[config.mk]
export PLATFORM = sky130hd
export DESIGN_NAME = serial_packer
export DESIGN_NICKNAME = d
export VERILOG_FILES = /design/src/rtl/serial_packer_pkg.sv /design/src/rtl/word_fifo2.sv /design/src/rtl/serial_packer.sv
export SDC_FILE = /design/constraint.sdc
export NUM_CORES = 1
export LEC_CHECK = 0
export BUFFER_PORTS_ARGS = -buffer_cell sky130_fd_sc_hd__buf_2
export CELL_PAD_IN_SITES_DETAIL_PLACEMENT = 1
export CELL_PAD_IN_SITES_GLOBAL_PLACEMENT = 2
export CORE_AREA = 2 2 78 80
export CTS_BUF_LIST = sky130_fd_sc_hd__clkbuf_4
export DETAILED_ROUTE_END_ITERATION = 10
export DIE_AREA = 0 0 80 82
export PLACE_DENSITY_LB_ADDON = 0.1
export REMOVE_ABC_BUFFERS = 1
export SYNTH_ARGS = -nofsm -noshare
export SYNTH_HDL_FRONTEND = slang
export SYNTH_HIERARCHICAL = 1
export SYNTH_SLANG_ARGS = --single-unit
[constraint.sdc]
create_clock -name clk -period 3.31 [get_ports clk]
set_input_delay 0.1655 -clock clk [delete_from_list [all_inputs] [get_ports clk]]
set_output_delay 0.1655 -clock clk [all_outputs]
set_load 0.02 [all_outputs]
[src/rtl/serial_packer_pkg.sv]
// Shared types and defaults for the serial packer and its output buffer.
package serial_packer_pkg;

  localparam int DEFAULT_WIDTH = 8;

  typedef enum logic [1:0] {
    EMPTY = 2'd0,
    ONE   = 2'd1,
    FULL  = 2'd2
  } occ_e;

endpackage

[src/rtl/word_fifo2.sv]
// Two-entry word buffer; head entry drives the output and reads zero when empty.
// state | meaning
// EMPTY | no word held, head reads 0
// ONE   | head valid, tail unused
// FULL  | head and tail valid, tail is the younger word
module word_fifo2
  import serial_packer_pkg::*;
#(
  parameter int WIDTH = DEFAULT_WIDTH
) (
  input  logic             clk,
  input  logic             reset,
  input  logic             i_push,
  input  logic [WIDTH-1:0] i_data,
  input  logic             i_pop,
  output logic [WIDTH-1:0] o_data,
  output logic             o_valid,
  output logic             o_full
);

  occ_e             r_state;
  logic [WIDTH-1:0] r_head;
  logic [WIDTH-1:0] r_tail;

  always_ff @(posedge clk or negedge reset) begin
    if (!reset) begin
      r_state <= EMPTY;
      r_head  <= '0;
      r_tail  <= '0;
    end else begin
      case (r_state)
        EMPTY: begin
          if (i_push) begin
            r_head  <= i_data;
            r_state <= ONE;
          end
        end
        ONE: begin
          case ({i_push, i_pop})
            2'b11: r_head <= i_data;
            2'b10: begin
              r_tail  <= i_data;
              r_state <= FULL;
            end
            2'b01: begin
              r_head  <= '0;
              r_state <= EMPTY;
            end
            default: ;
          endcase
        end
        FULL: begin
          // push without pop is dropped here; the parent flags the overflow
          if (i_pop) begin
            r_head <= r_tail;
            if (i_push) begin
              r_tail <= i_data;
            end else begin
              r_tail  <= '0;
              r_state <= ONE;
            end
          end
        end
        default: r_state <= EMPTY;
      endcase
    end
  end

  assign o_data  = r_head;
  assign o_valid = (r_state != EMPTY);
  assign o_full  = (r_state == FULL);

endmodule

[src/rtl/serial_packer.sv]
// Packs a gated serial bit stream MSB-first into WIDTH-bit words and queues
// them in a two-entry buffer with a popcount of the head word.
module serial_packer
  import serial_packer_pkg::*;
#(
  parameter int WIDTH = DEFAULT_WIDTH
) (
  input  logic                       clk,
  input  logic                       reset,
  input  logic                       bit_in,
  input  logic                       bit_valid,
  input  logic                       flush,
  input  logic                       word_ready,
  output logic [WIDTH-1:0]           word_out,
  output logic                       word_valid,
  output logic [$clog2(WIDTH+1)-1:0] word_ones,
  output logic                       overflow
);

  localparam int CW = $clog2(WIDTH);
  localparam int OW = $clog2(WIDTH + 1);

  logic [WIDTH-1:0] r_shift;
  logic [CW-1:0]    r_cnt;
  logic             r_overflow;

  logic             w_accept;
  logic             w_push;
  logic             w_pop;
  logic             w_full;
  logic [WIDTH-1:0] w_word;
  logic [OW-1:0]    w_ones;

  assign w_accept = bit_valid & ~flush;
  assign w_push   = w_accept & (r_cnt == CW'(WIDTH - 1));
  assign w_word   = {r_shift[WIDTH-2:0], bit_in};
  assign w_pop    = word_valid & word_ready;

  always_ff @(posedge clk or negedge reset) begin
    if (!reset) begin
      r_shift    <= '0;
      r_cnt      <= '0;
      r_overflow <= 1'b0;
    end else begin
      if (flush) begin
        r_shift <= '0;
        r_cnt   <= '0;
      end else if (bit_valid) begin
        r_shift <= w_word;
        r_cnt   <= w_push ? '0 : r_cnt + CW'(1);
      end
      if (w_push && w_full && !w_pop) begin
        r_overflow <= 1'b1;
      end
    end
  end

  word_fifo2 #(.WIDTH(WIDTH)) u_fifo (
    .clk     (clk),
    .reset   (reset),
    .i_push  (w_push),
    .i_data  (w_word),
    .i_pop   (w_pop),
    .o_data  (word_out),
    .o_valid (word_valid),
    .o_full  (w_full)
  );

  // head reads zero when empty, so the count falls to zero with it
  always_comb begin
    w_ones = '0;
    for (int i = 0; i < WIDTH; i++) begin
      w_ones = w_ones + OW'(word_out[i]);
    end
  end

  assign word_ones = w_ones;
  assign overflow  = r_overflow;

endmodule

# Word-level counts from Yosys, hierarchy flattened

Cells that the tools add are included.

Flip-flop bits (word level): 29
Latch bits: 0
RAM bits: 0
ROM bits: 0
Bits of input ports: 6
Output and inout bits: 14
Logic and storage cells: 59
Memories kept: 0

$add $sub $neg: 8
$mul: 0
Divide/modulo/power cells: 0
Magnitude comparators: 0
Eq/ne operators: 12
Shifts and indexed selects: 0
Mux-type cells: 18
Bitwise operators: 4
Reduce and logical (&&, ||, !) cells: 11

Operators by type and width:

| cell                  | number |
|---|---|
| $mux W8               | 5 |
| $pmux W8 S2           | 2 |
| $pmux W8 S3           | 1 |
| $add A4 B1 Y4         | 4 |
| $mux W7               | 2 |
| $mux W3               | 3 |
| $reduce_and A4 Y1     | 2 |
| $eq A2 B2 Y1 const B  | 3 |
| $mux W2               | 3 |
| $ne A2 B1 Y1 const B  | 3 |
| $pmux W2 S3           | 1 |
| $reduce_bool A2 Y1    | 3 |
| $add A3 B1 Y4         | 1 |
| $eq A2 B1 Y1 const B  | 2 |
| $pmux W2 S2           | 1 |
| $add A2 B1 Y3         | 1 |
| $add A3 B1 Y3 const B | 1 |
| $and A1 B1 Y1         | 3 |
| $eq A3 B3 Y1 const B  | 1 |
| $ne A3 B2 Y1 const B  | 1 |
| $ne A3 B3 Y1 const B  | 1 |
| $reduce_and A3 Y1     | 1 |
| $reduce_bool A3 Y1    | 1 |
| $add A1 B1 Y2         | 1 |
| 5 further kinds       | 6 |

# Longest topological paths before layout

Gate-level depths: netlist of run 1.

Word-level depth: 7
Depth in mapped cells: 10
Mapped depth without buffers: 9

# By module

The synthesis of run 1 kept the hierarchy.

By module, submodules not included:

| module        | instances | cells an instance | area each (um^2) | sequential area each (um^2) |
|---|---|---|---|---|
| word_fifo2    | 1         | 102               | 991.0            | 450.4 |
| serial_packer | 1         | 63                | 669.4            | 275.3 |

# Worst setup path before layout of run 1

OpenSTA, ideal clock, no wires.

Kind: register to output
Start point: reg u_fifo.r_head[0], in the netlist u_fifo/o_data[0]
End point: out word_ones[2]
Data arrival time: 2.945 ns
Required time: 3.144 ns
Setup slack: 0.200 ns
Cell stages (with the launch flop): 10
Path buffers: 0
Path through: dfrtp_1 -> fa_1 -> inv_1 -> fa_1 -> fa_1 -> inv_1 -> ha_1 -> inv_1 -> fa_1 -> xnor2_1

Longest elaborated chain between the ends: 7

Ends and longest elaborated chain:

| what                       | line                | text |
|---|---|---|
| from (decl)                | word_fifo2.sv:22    | `logic [WIDTH-1:0] r_head;` |
| from (signal assigned)     | word_fifo2.sv:34    | `r_head <= i_data;` |
| from (signal assigned)     | word_fifo2.sv:40    | `2'b11: r_head <= i_data;` |
| from (signal assigned)     | word_fifo2.sv:55    | `r_head <= r_tail;` |
| $add A1 B1 Y2              | serial_packer.sv:73 | `w_ones = w_ones + OW'(word_out[i]);` |
| $add A2 B1 Y3              | serial_packer.sv:73 |  |
| $add A3 B1 Y4              | serial_packer.sv:73 |  |
| $add A4 B1 Y4 (4 in a row) | serial_packer.sv:73 |  |
| to (decl)                  | serial_packer.sv:16 | `output logic [$clog2(WIDTH+1)-1:0] word_ones,` |

Every way passes these cells.

# Worst setup path after layout of run 1

Start point: reg u_fifo.r_head[1], in the netlist u_fifo/o_data[1]
End point: out word_ones[1]

The elaborated chain is that of the path after synthesis.

==> impl_metrics.toml, run 1 <==
[finish]
fin_area_sq_um = 1931
n_fill_cell = 671
finalNonFillerCells = 265
layout_commonest_cell = "dfrtp_1"
diodes = 0
final_cell_mix = "dfrtp_1, nand2_1, nor2_1"
num-nets-final = 210
area.growth.synth_to_final_pct = 16.28
final_core_util_pct = 33.60
drive_above_1_share_pct = 24.21

[synth]
synth-edff-count = 0
synth.area.mux_share_pct = 4.823
synth_fa_ha_area_share_pct = 13.11
synthFlopType = "dfrtp_1"
syn_area_per_cell_sq_um = 10.06
synth-async-reset-ratio_pct = 100.0
ys_types = 31
netlist_instances = 165
yosys.area_share.simple_pct = 14.09
synth_area_leader_cell = "dfrtp_1"
synth_top_family_by_area = "compound AO/OA/AOI/OAI gates"
synth.area.top_cells = "dfrtp_1, ha_1, fa_1"
yosys_warnings = 6
ys_ff_latch = 29
synth_compound_area_share_pct = 16.96
yosysSeqAreaShare_pct = 43.71
synth_xor_area_share_pct = 0.5275
yosysTopAreaCellShare_pct = 43.71
synth_area_sq_um = 1660

[timing]
fin_setup_tns_ns = -0.08370
finalSetupViolations = 2
clock.fmax_mhz = 297.3
fin_crit_sh_pct = 101.6
hold_viol_final = 0
worst_slew_pin_slew_ns = 0.6911
skew_ns = 0.01134
rsz0062_at_grt = "true"
slew_violations = 0
period_minus_slack_ns = 3.363
relSlewSlack_pct = 53.92
fin_ws_ns = -0.05343

[grt]
grt_pass1_wl_um = 6396
grt_pass1_vias = 1293
gr-total-overflow = 0
grt_use_total_pct = 13.07
grt_max_degree = 30
grt_antenna_before_repair = 0

[worst_hold_path]
worstHoldPathType = "in -> reg"
worstHoldPathCells = 3

[setup_path]
critPathKind = "reg -> out"
rr_worst_depth = 9
slowest_delay_ns = 0.54
crit_fanout = 2
start_kind = "flop"
end_kind = "output port"
worstPathRequired_ns = 3.14
cp_slowest_cell = "fa_1"
crit_arrival_ns = 3.20
path_cells = "fa_1 -> inv_1 -> fa_1 -> fa_1 -> inv_2 -> ha_4 -> inv_2 -> fa_2 -> inv_2 -> buf_6"

[status]
violations = "negative setup slack"
status = "finished, violations left"

[clocking]
clk_pin_slew_ns = 0.10
tritoncts = "built"
clkLatencyLatePin_ns = 0.32
cts_buffers = 5
clock_sinks = 29
root_buffer = "clkbuf_4"
cts_max_level = 2
clk_path_buf_depth = 2

[detailed_routing]
routed_wl_um = 3664
post-route-drc-count = 0
drtPass1Iterations = 4
met2_length_um = 1787
ant_nets = 0
first_iter_violations = 62
wl_met1_um = 1742
route.met3.wl_um = 112
via_count = 1207
wire_per_inst_um = 13.83
vias_per_cell = 4.555
maxUsedRoutingLayer = "met4"

[placed_design]
placed_area_sq_um = 1800
dp.cells = 252
gp_congestion = 0.7167
place.port_buffers = 19
hpwl_um = 2642

[die]
ios = 20
dieArea_sq_um = 6560
fp.dieW_um = 80
initial_utilization_pct = 28.90
rows = 28
chipHeight_um = 82
fp.coreArea_sq_um = 5746

[job]
maxCapViolCount = 0
[worst max-delay path: cells and delay by family (launching register included)]
family / cells / cell delay, ns
flip-flops: 1 / 0.42
buffers and inverters: 5 / 0.32
adder cells (fa/ha/maj): 5 / 2.13
[routing by layer]
layer / GRT usage (%) / vias to the layer above
li1: - / 602
met1: 16.20 / 586
met2: 21.67 / 17
met3: 4.286 / 2
met4: 4.068 / 0
met5: 0 / -
[cell usage after synthesis, drive strengths merged (2+ instances only)]
cell / instances
fa: 4
mux2i: 8
nand2b: 6
clkbuf: 3
ha: 11
dfrtp: 29
a21oi: 13
nor2: 19
nor2b: 3
inv: 17
a32oi: 9
buf: 4
o21ai: 10
nand3b: 2
nand2: 19
[through the flow]
step / hold WS, ns / worst slack (ns)
floorplan: -0.1301 / 0.1996
global placement: 0.2538 / 0.3354
detailed placement: 0.2637 / 0.2173
CTS: 0.06847 / -0.1511
global route: 0.09866 / -0.1713
finish: 0.09086 / -0.05343
[final cells by class]
| cell class | count | area, sq um | share of cell area (%) |
|---|---|---|---|
| Timing Repair Buffer | 24 | 143.9 | 7.453 |
| Clock inverter | 2 | 10.01 | 0.5185 |
| Sequential cell | 29 | 725.7 | 37.59 |
| Tap cell | 75 | 93.84 | 4.861 |
| Clock buffer | 6 | 45.04 | 2.333 |
| Multi-Input combinational cell | 112 | 848.3 | 43.94 |
| Inverter | 17 | 63.81 | 3.305 |
[state kept, by name, summed over array words and instances (netlist names)]
name and cells:
overflow 1, r_cnt 3, r_shift 7, u_fifo/o_data 8
u_fifo/r_state 2, u_fifo/r_tail 8
[logic make-up after synthesis]
| family | count (synthesis) |
|---|---|
| muxes | 8 |
| AOI/OAI and AO/OA | 37 |
| xor gates and xnor gates | 1 |
| DFF | 29 |
| and+or+nand+nor | 51 |
| adders and majority gates | 15 |
| buffers and inverters | 24 |
[what timing repair did]
item | 4_1_cts | 5_1_grt
gates resized for setup | 8 | 3
endpoints found under the setup margin | 2 | 3
endpoints found under the hold margin | 29 | 0
pin swaps | 3 | 4
hold buffers | 1 | 0
setup buffers | 2 | 2
[worst paths after layout]
check	start	end	slack, ns
worst max register to register	u_fifo/r_state[1]$_DFFE_PN0P_	u_fifo/r_tail[3]$_DFFE_PN0P_	1.23
worst min register to register	overflow$_DFFE_PN0P_	overflow$_DFFE_PN0P_	0.47
max in group asynchronous	reset	u_fifo/r_tail[4]$_DFFE_PN0P_	2.44
min in group asynchronous	reset	overflow$_DFFE_PN0P_	0.41
worst min-delay path	bit_in	u_fifo/r_tail[0]$_DFFE_PN0P_	0.09
worst max-delay path	u_fifo/o_data[1]$_DFFE_PN0P_	word_ones[1]	-0.05
Power of run 1 is not shown: default switching activity piles up to over one toggle a cycle in this logic, so the estimate is an artifact.
==> inputs of run 2 (changes only) <==
Settings changed: ABC_AREA set to 1, SKIP_CTS_REPAIR_TIMING set to 1.
==> run 2 against run 1 <==
Compared with the run above: the flow still finishes with violations (negative setup slack); hold slack got worse by 0.0081 ns; clock skew fell by 0.0047 ns; cell count rose by 18%; utilization rose by 0.61 points; first-iteration DRC count fell by 61%; non-clock buffer count fell by 3; final area rose by 1.8%; count of clock-buffer cells in the layout did not move; routed wire length rose by 7.4%; critical endpoint unchanged.
==> impl_metrics.toml, run 2 <==
[clocking]
root_buffer = "clkbuf_4"
tritoncts = "built"
clkLatencyLatePin_ns = 0.32
clock_sinks = 29
clk_pin_slew_ns = 0.09
clk_path_buf_depth = 2
cts_max_level = 2
cts_buffers = 5

[timing]
rsz0062_at_grt = "true"
slew_violations = 0
period_minus_slack_ns = 3.354
fin_crit_sh_pct = 101.3
clock.fmax_mhz = 298.1
fin_setup_tns_ns = -0.08479
worst_slew_pin_slew_ns = 0.6815
skew_ns = 0.006621
hold_viol_final = 0
relSlewSlack_pct = 54.56
finalSetupViolations = 2
fin_ws_ns = -0.04417

[power_and_ir_drop]
swShare_pct = 43.71
power_frac_clock_pct = 21.8
ir_worst_vdd_v = 0.0002261
seqPwrFrac_pct = 33.2
p_int_w = 0.0007473
leakagePower_nw = 1.108
switchingPower_w = 0.0005802
power.density_nw_per_um2 = 675.3
power.total_w = 0.001327
pwr-share-comb_pct = 45.0

[setup_path]
crit_arrival_ns = 3.19
critPathKind = "reg -> out"
worstPathRequired_ns = 3.14
rr_worst_depth = 11
end_kind = "output port"
start_kind = "flop"
crit_fanout = 3

[synth]
yosysSeqAreaShare_pct = 43.45
synth_compound_area_share_pct = 6.367
syn_area_per_cell_sq_um = 7.954
yosys.area_share.simple_pct = 29.89
synth_area_leader_cell = "dfrtp_1"
synth_area_sq_um = 1670
netlist_instances = 210
ys_types = 18
synth_xor_area_share_pct = 0.5243
synthTopCellsByCount = "nand2_1, dfrtp_1, inv_1"
ys_ff_latch = 29
synthMostInstantiatedCell = "nand2_1"
synthFlopType = "dfrtp_1"
synth_top_family_by_area = "simple AND/OR/NAND/NOR gates"
yosys_warnings = 6
synth_fa_ha_area_share_pct = 13.03
synth-async-reset-ratio_pct = 100.0
synth.area.mux_share_pct = 0
synth.area.top_cells = "dfrtp_1, nand2_1, ha_1"
yosysTopAreaCellShare_pct = 43.45
synth-edff-count = 0

[detailed_routing]
ant_nets = 0
first_iter_violations = 24
wire_per_inst_um = 12.58
post-route-drc-count = 0
drtPass1Iterations = 3
routed_wl_um = 3936
via_count = 1372
vias_per_cell = 4.383

[finish]
area.sequential_sq_um = 725.7
area.growth.synth_to_final_pct = 17.68
drive_above_1_share_pct = 22.69
diodes = 0
multi_input_area_sq_um = 844.6
n_fill_cell = 717
num-nets-final = 258
layout_commonest_cell = "nand2_1"
final_cell_mix = "nand2_1, dfrtp_1, inv_1"

[worst_hold_path]
worstHoldPathCells = 3
worstHoldPathType = "in -> reg"

[die]
dieArea_sq_um = 6560
fp.coreArea_sq_um = 5746
ios = 20
fp.dieW_um = 80
chipHeight_um = 82
rows = 28
initial_utilization_pct = 29.07

[placed_design]
post-place-ws_ns = 0.2510
hpwl_um = 3015
place.port_buffers = 19
gp_congestion = 0.7771

[grt]
grt_pass1_vias = 1497
grt_antenna_before_repair = 0
gr-total-overflow = 0
grt_use_total_pct = 13.94
grt_pass1_wl_um = 6927
grt_max_degree = 30

[status]
status = "finished, violations left"
violations = "negative setup slack"

[job]
maxCapViolCount = 0
run 2: cell types whose count changed in the layout (fill, tap and decap cells not counted), moves of 4 or more:
cell / delta
a21oi_1: -9
nand2b_1: -6
inv_1: +7
nand2_2: +7
nand2_1: +87
o21ai_1: -5
nor2_1: -14
a32oi_1: -8
nand3_1: +4
o21ai_2: +5
mux2i_1: -8
run 2: cell families (layout without fill, tap and decap cells):
logic type / Yosys count / count (layout)
buffers and inverters: 28 / 56
adder cells (fa/ha/maj): 15 / 15
AND/OR/NAND/NOR: 123 / 123
XOR/XNOR: 1 / 1
flip-flops: 29 / 29
AO/OA/AOI/OAI: 14 / 14
run 2: metrics by stage:
step           utilization [%]  std cells  hold slack [ns]  cell area (sq um)
2_1_floorplan                -        209          -0.1301               1659
3_3_place_gp             32.16        303           0.2477               1848
3_5_place_dp             32.16        303           0.2638               1848
4_1_cts                  33.54        311          -0.1046               1927
5_1_grt                  34.21        313          0.07509               1966
6_report                 34.21        313          0.08273               1966
run 2: per-layer routing:
metal / global-route usage [%] / vias up / wire (um)
met4: 5.085 / 0 / 57
met3: 3.297 / 8 / 113
met5: 0 / - / 0
met2: 24.00 / 21 / 1855
li1: - / 686 / -
met1: 17.03 / 657 / 1910
run 2: cell type report:
cell class / count / share of cell area (%)
multi-input combinational: 153 / 42.97
sequential: 29 / 36.92
timing repair buffer: 21 / 6.174
inverter: 27 / 5.156
tap: 75 / 4.774
clock buffer: 6 / 2.292
clock inverter: 2 / 1.719
run 2: power by group through the flow:
| stage | registers, W | clock network [W] | logic (W) |
|---|---|---|---|
| finish | 0.000441 | 0.000290 | 0.000597 |
| global route | 0.000451 | 0.000322 | 0.000681 |
| CTS | 0.000441 | 0.000304 | 0.000601 |
| detailed placement | 0.000448 | 0 | 0.000598 |
| global placement | 0.000443 | 0 | 0.000577 |
| floorplan | 0.000457 | 0 | 0.000420 |
run 2: final timing paths:
| path | to | start | slack [ns] |
|---|---|---|---|
| max | word_ones[1] | u_fifo/o_data[0]$_DFFE_PN0P_ | -0.04 |
| min | r_shift[0]$_DFFE_PN0P_ | bit_in | 0.08 |
| max reg2reg | u_fifo/r_tail[2]$_DFFE_PN0P_ | u_fifo/r_state[0]$_DFFE_PN0P_ | 1.46 |
| min reg2reg | overflow$_DFFE_PN0P_ | overflow$_DFFE_PN0P_ | 0.49 |
| max in group asynchronous | r_shift[4]$_DFFE_PN0P_ | reset | 2.45 |
| min in group asynchronous | u_fifo/o_data[3]$_DFFE_PN0P_ | reset | 0.41 |
run 2: critical path: stages, from the launching register on:
cell and delay, ns:
dfrtp_1 0.42, fa_1 0.54, inv_1 0.05, fa_1 0.49, fa_1 0.41, inv_1 0.07
ha_2 0.18, inv_2 0.04, fa_2 0.52, inv_2 0.04, buf_6 0.12
Power figures use the tool's default switching activity.
